$ cat config.mk
export PLATFORM = sky130hd
export DESIGN_NAME = dsp_sequencer
export DESIGN_NICKNAME = d
export VERILOG_FILES = /design/src/rtl/dsp_pkg.sv /design/src/rtl/dsp_sequencer.sv
export SDC_FILE = /design/constraint.sdc
export NUM_CORES = 1
export LEC_CHECK = 0
export ABC_CLOCK_PERIOD_IN_PS = 1800
export CAP_MARGIN = 20
export CORE_MARGIN = 2
export CORE_UTILIZATION = 40
export DETAILED_ROUTE_END_ITERATION = 8
export MAX_ROUTING_LAYER = met4
export PLACE_DENSITY = 0.8
export SYNTH_ARGS = -nofsm -noshare
export SYNTH_HDL_FRONTEND = slang
export SYNTH_SLANG_ARGS = --single-unit
$ cat constraint.sdc
create_clock -name clk -period 1.8 [get_ports clk]
set_input_delay 0.36 -clock clk [delete_from_list [all_inputs] [get_ports clk]]
set_output_delay 0.36 -clock clk [all_outputs]
set_load 0.01 [all_outputs]
$ cat src/rtl/dsp_pkg.sv
// Shared types and constants for dsp_core and its instruction sequencer.
package dsp_pkg;

    localparam int INSTR_WIDTH     = 26;
    localparam int PROG_ADDR_WIDTH = 10;
    localparam int PIPE_DEPTH      = 5;

    typedef enum logic [5:0] {
        OP_NOP  = 6'h00,
        OP_LOAD = 6'h01,
        OP_MUL  = 6'h02,
        OP_MAC  = 6'h03,
        OP_ADD  = 6'h04,
        OP_STORE = 6'h05
    } opcode_t;

    typedef struct packed {
        opcode_t    opcode;
        logic [9:0] smp_addr;
        logic [9:0] par_addr;
    } instr_t;

    localparam instr_t NOP_INSTR = '0;

    typedef enum logic [1:0] {
        IDLE  = 2'd0,
        RUN   = 2'd1,
        DRAIN = 2'd2
    } seq_state_t;

endpackage

$ cat src/rtl/dsp_sequencer.sv
// Per-sample-period program sequencer: fetches the active bank once per
// sample_tick, drains the dsp_core pipeline and handles bank swaps.
module dsp_sequencer #(
    parameter int INSTR_WIDTH     = dsp_pkg::INSTR_WIDTH,
    parameter int PROG_ADDR_WIDTH = dsp_pkg::PROG_ADDR_WIDTH,
    parameter int PIPE_DEPTH      = dsp_pkg::PIPE_DEPTH
) (
    input  logic                       clk,
    input  logic                       reset_n,
    input  logic                       sample_tick,
    input  logic [PROG_ADDR_WIDTH-1:0] prog_last,
    input  logic                       bank_swap_req,
    input  logic                       overrun_clr,
    output logic                       prog_rd_en,
    output logic [PROG_ADDR_WIDTH:0]   prog_rd_addr,
    input  logic [INSTR_WIDTH-1:0]     prog_rd_data,
    output logic [INSTR_WIDTH-1:0]     instruction,
    output logic                       busy,
    output logic                       frame_done,
    output logic                       active_bank,
    output logic                       bank_swap_ack,
    output logic                       overrun
);

    import dsp_pkg::*;

    localparam int DW = $clog2(PIPE_DEPTH + 1);

    seq_state_t                 state_q;
    seq_state_t                 state_d;
    logic [PROG_ADDR_WIDTH-1:0] pc_q;
    logic [PROG_ADDR_WIDTH-1:0] last_q;
    logic [DW-1:0]              drain_q;
    logic                       issue_valid_q;
    logic                       bank_q;
    logic                       pending_q;
    logic                       ack_q;
    logic                       overrun_q;

    logic final_drain;
    logic tick_accept;
    logic run_end;
    logic do_swap;

    assign final_drain = (state_q == DRAIN) && (drain_q == '0);
    assign tick_accept = sample_tick && ((state_q == IDLE) || final_drain);
    assign run_end     = (state_q == RUN) && (pc_q == last_q);
    assign do_swap     = tick_accept && (pending_q || bank_swap_req);

    always_comb begin
        state_d = state_q;
        unique case (state_q)
            IDLE:    if (sample_tick) state_d = RUN;
            RUN:     if (pc_q == last_q) state_d = DRAIN;
            DRAIN: begin
                if (drain_q == '0)
                    state_d = sample_tick ? RUN : IDLE;
            end
            default: state_d = IDLE;
        endcase
    end

    always_ff @(posedge clk or negedge reset_n) begin
        if (!reset_n) begin
            state_q       <= IDLE;
            pc_q          <= '0;
            last_q        <= '0;
            drain_q       <= '0;
            issue_valid_q <= 1'b0;
        end else begin
            state_q       <= state_d;
            issue_valid_q <= prog_rd_en;
            if (tick_accept) begin
                pc_q   <= '0;
                last_q <= prog_last;
            end else if ((state_q == RUN) && !run_end) begin
                pc_q <= pc_q + PROG_ADDR_WIDTH'(1);
            end
            if (run_end)
                drain_q <= DW'(PIPE_DEPTH);
            else if ((state_q == DRAIN) && (drain_q != '0))
                drain_q <= drain_q - DW'(1);
        end
    end

    // Swaps are deferred to a frame start so a frame never mixes banks.
    always_ff @(posedge clk or negedge reset_n) begin
        if (!reset_n) begin
            bank_q    <= 1'b0;
            pending_q <= 1'b0;
            ack_q     <= 1'b0;
        end else begin
            ack_q <= do_swap;
            if (do_swap) begin
                bank_q    <= ~bank_q;
                pending_q <= 1'b0;
            end else if (bank_swap_req) begin
                pending_q <= 1'b1;
            end
        end
    end

    always_ff @(posedge clk or negedge reset_n) begin
        if (!reset_n)
            overrun_q <= 1'b0;
        else if (sample_tick && (state_q != IDLE) && !final_drain)
            overrun_q <= 1'b1;
        else if (overrun_clr)
            overrun_q <= 1'b0;
    end

    assign prog_rd_en    = (state_q == RUN);
    assign prog_rd_addr  = {bank_q, pc_q};
    assign instruction   = issue_valid_q ? prog_rd_data
                                         : INSTR_WIDTH'(NOP_INSTR);
    assign busy          = (state_q != IDLE);
    assign frame_done    = final_drain;
    assign active_bank   = bank_q;
    assign bank_swap_ack = ack_q;
    assign overrun       = overrun_q;

endmodule

# Word level (Yosys, flattened, before mapping)
# Cells that the tools add are included.
[op_classes]
shift = 0
mux = 14
multipliers = 0
reduce_logical = 21
eq_ne = 6
addsub = 2
n_lt_le_gt_ge = 0
bitwise = 1
n_div = 0
[op_table]
columns = ["operator", "n"]
rows = [
  ["$mux W26", 1],
  ["$mux W10", 2],
  ["$add A10 B1 Y10 const B", 1],
  ["$eq A10 B10 Y1", 1],
  ["$reduce_bool A2 Y1", 5],
  ["$logic_and A1 B1 Y1", 8],
  ["$mux W2", 3],
  ["$mux W3", 2],
  ["$pmux W2 S3", 1],
  ["$mux W1", 5],
  ["$ne A2 B1 Y1 const B", 2],
  ["$logic_not A3 Y1", 1],
  ["$reduce_and A3 Y1", 1],
  ["$reduce_bool A3 Y1", 1],
  ["$sub A3 B1 Y3 const B", 1],
  ["$eq A2 B1 Y1 const B", 1],
  ["$eq A2 B2 Y1 const B", 1],
  ["$logic_not A1 Y1", 2],
  ["$logic_not A2 Y1", 1],
  ["$logic_or A1 B1 Y1", 2],
  ["$ne A2 B2 Y1 const B", 1],
  ["$not A1 Y1", 1],
]
[word_totals]
ff_bits = 30
input_bits = 41
mem_bits_ro = 0
latchBits = 0
mem_count = 0
ram_bits = 0
elab_cells = 53

# Longest topological paths before layout
# Gate-level depths: netlist (run 1).
[logic_depth]
ltp_word = 6
depth_mapped = 8

# Least setup slack after synthesis (run 1)
# OpenSTA, ideal clock, no wires.
[synth_path]
kind = "register to register"
from = "reg pc_q[4]"
to = "reg drain_q[1]"
setup_ns = 0.119
period_less_slack_ns = 1.731
setup_slack_ns = 0.069
stages_incl_launch_ff = 8
arrival_time_ns = 1.612
path_cell_list = "dfrtp_1 xor2_1 nor4_1 and4_1 buf_6 buf_2 nand2_1 o21a_1"
[synth_via]
elab_chain_cells = 3
[synth_lines]
columns = ["item", "line", "rtl"]
rows = [
  ["start: declaration", "dsp_sequencer.sv:31", "logic [PROG_ADDR_WIDTH-1:0] pc_q;"],
  ["start signal: assignment", "dsp_sequencer.sv:77", "pc_q <= pc_q + PROG_ADDR_WIDTH'(1);"],
  ["$eq A10 B10 Y1 *", "dsp_sequencer.sv:47", "assign run_end = (state_q == RUN) && (pc_q == last_q);"],
  ["$logic_and A1 B1 Y1 *", "dsp_sequencer.sv:47", ""],
  ["$mux W3 / $reduce_bool A2 Y1 (equally long branches)", "--", ""],
  ["end signal: assignment", "dsp_sequencer.sv:80", "drain_q <= DW'(PIPE_DEPTH);"],
  ["end signal: assignment", "dsp_sequencer.sv:82", "drain_q <= drain_q - DW'(1);"],
  ["end: declaration", "dsp_sequencer.sv:33", "logic [DW-1:0] drain_q;"],
]
# Mark *: on every way between the ends. The rest lies on a longest branch, timed or not.
# A chain may end at the register's enable or synchronous reset.

# Final worst setup path (run 1)
[layout_path]
from = "reg pc_q[4]"
to = "out prog_rd_addr[4]"
[layout_rtl]
columns = ["item", "line", "rtl"]
rows = [
  ["end: declaration", "dsp_sequencer.sv:15", "output logic [PROG_ADDR_WIDTH:0] prog_rd_addr,"],
]
# No word-level cell between the ends.

==> impl_metrics.toml, run 1 <==
[sta]
slew_headroom_pct = 74.6
whs_ns = 0.465
hold_viol = 0
max_freq_mhz = 573
rsz0062_at_grt = "false"
setup_violations = 0
fin_skew_ns = 0.00884
worstMarginPinSlew_ns = 0.382
min_period_ns = 1.75
fin_crit_sh_pct = 97.0
slew_violations = 0

[global_route]
grt_pass1_vias = 1504
grt_max_degree = 31
antenna_found_initial = 0
grt_pass1_wl_mm = 6.73
grt_overflow = 0
track_usage_pct = 20.5

[critical_path]
critical_path_required_ns = 1.44
crit_path_top_delay_cell = "clkdlybuf4s50_1"
cp.arrival_ns = 1.39
worstSetupPathType = "reg2out"
crit_fanout = 6
path_buf_inv = 2
critPathMaxStageDelay_ns = 0.55
crit_path_end_kind = "primary output"
critPathTopFamily = "buffers and inverters"
critPathLaunchType = "flop"
crit_chain = "buf_4 > clkdlybuf4s50_1"

[finish]
nNetsFinal = 337
diodes = 0
utilization_pct = 70.2
layout-drive-gt1-share_pct = 12.9
syn2layout_area_growth_pct = 70.1

[logic_synthesis]
ys_seq_area_share_pct = 45.5
syn_area_per_cell_um2 = 8.79
syn_area_mm2 = 0.00165
synth_top_area_cell = "dfrtp_1"
syn-num-nets = 232
synth.area.top_cells = "dfrtp_1 (45%), and2_1 (11%), nand2_1 (10%), xor2_1 (4.8%), mux2i_1 (2.4%)"
yosys_warnings = 0
synth.distinct_cells = 33
syn_inst = 188
ys_ff_latch = 30
yosys.area.top_type_share_pct = 45.5

[pwr]
powerDensity_mw_per_mm2 = 509
leakagePower_nw = 1.40
ir_worst_vdd_uv = 472
power_mw = 1.43

[floorplanning]
die_width_um = 68.3
die_h_um = 68.3
core.rowCount = 23
ios = 84
fp.dieArea_mm2 = 0.00466
initial_core_util_pct = 41.3
core_mm2 = 0.00400

[route]
viasPerCell = 4.95
drc = 0
vias = 1704
wl_per_cell_um = 13.2
dr.pass1.iters = 4
first_iter_violations = 44
routed_wl_mm = 4.56
antenna_left = 0

[hold_path]
hp-class = "in2async"

[placed_design]
port_buffers = 83
hpwl_mm = 3.51
gp_congestion = 0.811

[clocking]
postCtsHoldBufs = 0
clkTransAtPathRegs_ns = 0.07
cts_root_buf = "clkbuf_8"
numCtsBuffers = 5
clock_sinks = 30
cts_tree = "built"
insertion_delay_ns = 0.28
ctsHtreeMaxLevel = 2
max-clock-path-buffers = 2

[flow_run]
cap_violations = 0

[outcome]
status = "finished clean"
-- worst reg2reg max path, delay by kind of cell, from the launching register on --
family | cells | cell delay [ns]
buffers and inverters | 1 | 0.16
AOI/OAI and AO/OA | 1 | 0.13
and+or+nand+nor | 3 | 0.77
DFF | 1 | 0.39
xor gates and xnor gates | 1 | 0.20
-- sequential cells by signal, indices dropped and copies added, names as in the netlist --
register,cells
active_bank,1
bank_swap_ack,1
drain_q,3
issue_valid_q,1
last_q,10
overrun,1
pc_q,10
pending_q,1
state_q,2
-- per-layer routing --
layer | up-vias | global-route usage, % | wire length (µm)
met1 | 782 | 23.6 | 1780
met5 | - | - | 0
li1 | 828 | - | -
met2 | 88 | 33.3 | 2190
met3 | 6 | 4.44 | 488
met4 | 0 | 11.0 | 100
-- where the power goes --
| part | internal, mW | total [mW] | switching, mW |
|---|---|---|---|
| combinational | 0.127 | 0.186 | 0.0588 |
| clock | 0.307 | 0.568 | 0.261 |
| sequential | 0.676 | 0.676 | 0.000696 |
| total | 1.11 | 1.43 | 0.320 |
-- through the flow --
| step | std cells | setup WS, ns | area, µm² | TNS, ns |
|---|---|---|---|---|
| final | 344 | 0.0536 | 2810 | 0 |
| after global routing | 344 | 0.00233 | 2810 | 0 |
| after CTS | 343 | -0.0581 | 2770 | -0.527 |
| after detailed placement | 334 | -0.0656 | 2680 | -0.562 |
| after global placement | 334 | -0.0601 | 2680 | -0.344 |
| after floorplan | 188 | 0.0688 | 1650 | 0 |
-- final cells by class --
type | count | area [µm²]
Clock buffer | 6 | 82.6
Timing Repair Buffer | 108 | 1040
Sequential cell | 30 | 751
Clock inverter | 2 | 12.5
Tap cell | 50 | 62.6
Inverter | 7 | 26.3
Multi-Input combinational cell | 141 | 838
Fill cell | 337 | 1190
-- logic make-up (layout without fill, tap and decap cells) --
group	Yosys count	after routing	synth area share, %
fa+ha+maj	3	3	2.27
xor+xnor	11	11	5.83
simple gates	99	99	29.4
mux	4	4	2.42
flops	30	30	45.5
buf+inv	17	123	4.62
compound gates	24	24	10.0
-- Yosys cell counts --
master / count
o31ai_1: 5
o21ai_0: 4
nor3_1: 2
ha_1: 3
nand4_1: 2
a311oi_1: 1
a21oi_1: 4
nand2_1: 45
and4_1: 1
and3_1: 2
and2_1: 28
inv_1: 7
nor2b_1: 2
a32oi_1: 1
o221ai_1: 1
mux2i_1: 4
o311ai_0: 1
or4_1: 1
buf_4: 1
o211ai_1: 4
nor2_1: 9
buf_2: 1
buf_6: 1
xnor2_1: 2
or2_2: 1
o41ai_1: 1
dfrtp_1: 30
o21a_1: 1
nor4_1: 2
nand2b_1: 4
clkbuf_1: 7
o22ai_1: 1
xor2_1: 9
-- final timing paths --
path                                    startpoint                       to  slack (ns)  cells past startpoint
setup / recovery               pc_q[4]$_DFFE_PN0P_          prog_rd_addr[4]        0.05                      2
hold / removal                             reset_n    last_q[7]$_DFFE_PN0N_        0.46                      2
setup reg to reg               pc_q[7]$_DFFE_PN0P_      pc_q[7]$_DFFE_PN0P_        0.08                      6
hold reg to reg            active_bank$_DFFE_PN0P_  active_bank$_DFFE_PN0P_        0.49                      1
max in group asynchronous                  reset_n      pc_q[1]$_DFFE_PN0P_        1.05                      2
min in group clk           active_bank$_DFFE_PN0P_  active_bank$_DFFE_PN0P_        0.49                      1
-- layout by cell type (no fill, tap or decap), types with 3 or more instances in the layout --
cell type,count
nor2_1,9
o31ai_1,5
a21oi_1,3
dlymetal6s2s_1,10
o211ai_1,4
and2_1,28
o21ai_0,4
dlygate4sd2_1,18
clkbuf_8,6
buf_4,22
dfrtp_1,30
mux2i_1,4
xor2_1,9
nand2b_1,4
ha_1,3
inv_1,7
nand2_1,45
clkdlybuf4s50_1,54
-- repair_timing --
item / 4_1_cts / 5_1_grt
setup buffers: 0 / 1
cloned: 1 / 0
pin swaps: 0 / 3
endpoints found under the setup margin: 29 / 28
gates resized for setup: 23 / 15
Power figures use the tool's default switching activity.
==> run 2: changes to the inputs <==
CAP_MARGIN = 25   (was 20)
PLACE_DENSITY = 0.88   (was 0.8)
==> run 2 against run 1 <==
Flip-flop and latch count unchanged. Non-clock buffer count is 2 lower. Setup slack better by 0.0027 ns. Clock skew rose by 0.00089 ns. Via count shrank 2.2%. First-iteration DRC count is 11% higher. Clock power fell by 11%.
==> impl_metrics.toml, run 2 (synthesized netlist as in run 1, its figures left out) <==
[critical_path]
crit_fanout = 6
critPathTopFamily = "buffers and inverters"
worstSetupPathType = "reg2out"
crit_path_end_kind = "primary output"
cp.arrival_ns = 1.38
critical_path_required_ns = 1.44
path_buf_inv = 2
critPathLaunchType = "flop"
crit_path_top_delay_cell = "clkdlybuf4s50_1"
crit_chain = "buf_4 > clkdlybuf4s50_1"
critPathMaxStageDelay_ns = 0.57

[global_route]
grt_pass1_vias = 1414
grt_max_degree = 31
track_usage_pct = 19.5
grt_overflow = 0
antenna_found_initial = 0
grt_pass1_wl_mm = 6.36

[finish]
final_cell_mix = "clkdlybuf4s50_1 (54), nand2_1 (44), dfrtp_1 (30)"
syn2layout_area_growth_pct = 67.8
layout-drive-gt1-share_pct = 13.4
fin_cells = 341
nNetsFinal = 335
reg_top3 = "last_q x10, pc_q x10, drain_q x3"
fillers = 340
mostFrequentLayoutCell = "clkdlybuf4s50_1"
diodes = 0
multi_input_area_um2 = 863
seq_area_um2 = 751

[sta]
max_freq_mhz = 573
slew_headroom_pct = 74.6
slew_violations = 0
min_period_ns = 1.74
hold_viol = 0
fin_skew_ns = 0.00973
setup_violations = 0
whs_ns = 0.464
fin_crit_sh_pct = 96.9
rsz0062_at_grt = "false"
worstMarginPinSlew_ns = 0.381

[clocking]
clkTransAtPathRegs_ns = 0.06
insertion_delay_ns = 0.29
clock_sinks = 30
cts_setup_buffers = 0
cts_root_buf = "clkbuf_8"
postCtsHoldBufs = 0
max-clock-path-buffers = 2
cts_tree = "built"
ctsHtreeMaxLevel = 2
numCtsBuffers = 5

[route]
routed_wl_mm = 4.36
antenna_left = 0
drc = 0
met3_length_um = 482
wl_met2_mm = 2.15
viasPerCell = 4.89
drt-met1-wl_mm = 1.67
dr.pass1.iters = 4
vias = 1667
route.top_layer_used = "met4"
wl_per_cell_um = 12.8
first_iter_violations = 49

[placed_design]
placed_cells = 334
gp_congestion = 0.850
port_buffers = 83
hpwl_mm = 3.38

[pwr]
share_comb_of_total_power_pct = 13.2
p_int_mw = 1.06
clock_power_share_pct = 37.0
ir_worst_vdd_uv = 454
switching_share_pct = 21.7
powerDensity_mw_per_mm2 = 491
leakagePower_nw = 1.32
seq_power_share_pct = 49.8
power_mw = 1.36
p_sw_uw = 296

[floorplanning]
initial_core_util_pct = 41.3
die_h_um = 68.3
fp.dieArea_mm2 = 0.00466
core.rowCount = 23
ios = 84
die_width_um = 68.3
core_mm2 = 0.00400

[flow_run]
cap_violations = 0

[outcome]
status = "finished clean"

[hold_path]
hp-class = "in2async"
## run 2: layout make-up
cell class | count | share of cell area [%]
inverter | 7 | 0.948
clock buffer | 7 | 2.75
tap | 50 | 2.26
sequential | 30 | 27.1
timing repair buffer | 106 | 35.8
multi-input combinational | 141 | 31.2
## run 2: worst register-to-register path, delay by kind of cell, from the launching register on
family | cells | cell delay, ns
AOI/OAI and AO/OA | 1 | 0.17
buffers and inverters | 1 | 0.15
xor gates and xnor gates | 1 | 0.18
DFF | 1 | 0.39
and+or+nand+nor | 3 | 0.64
## run 2: path summary, 6_finish.rpt
path	to	startpoint	depth (start not counted)	slack, ns
max	prog_rd_addr[4]	pc_q[4]$_DFFE_PN0P_	2	0.06
min	pc_q[8]$_DFFE_PN0P_	reset_n	2	0.46
max reg2reg	drain_q[1]$_DFFE_PN0P_	pc_q[7]$_DFFE_PN0P_	6	0.15
min reg2reg	pending_q$_DFFE_PN0P_	pending_q$_DFFE_PN0P_	2	0.49
max in group asynchronous	last_q[2]$_DFFE_PN0N_	reset_n	2	1.04
min in group clk	pending_q$_DFFE_PN0P_	pending_q$_DFFE_PN0P_	2	0.49
## run 2: power by group through the flow
stage	clock, mW	sequential [mW]	combinational, mW
finish	0.503	0.677	0.180
global route	0.546	0.676	0.199
CTS	0.514	0.677	0.183
detailed placement	0	0.689	0.205
global placement	0	0.689	0.202
floorplan	0	0.690	0.0411
## run 2: routing by layer
layer	vias up	track usage, %
met1	755	22.1
li1	825	-
met4	0	6.75
met5	-	-
met3	6	6.74
met2	81	32.2
## run 2: stage by stage
| step | util, % | instance area [µm²] | setup slack (ns) | TNS (ns) |
|---|---|---|---|---|
| final | 69.3 | 2770 | 0.0563 | 0 |
| after global routing | 69.3 | 2770 | 0.00527 | 0 |
| after CTS | 68.5 | 2740 | 0.0105 | 0 |
| after global placement | 67.3 | 2690 | -0.0460 | -0.355 |
| after detailed placement | 67.3 | 2690 | -0.0639 | -0.505 |
| after floorplan | - | 1650 | 0.0688 | 0 |
## run 2: repair_timing
item / in CTS / in global routing
cloned: 0 / 0
resized for setup: 34 / 12
pin swaps: 0 / 2
setup endpoints to repair: 29 / 23
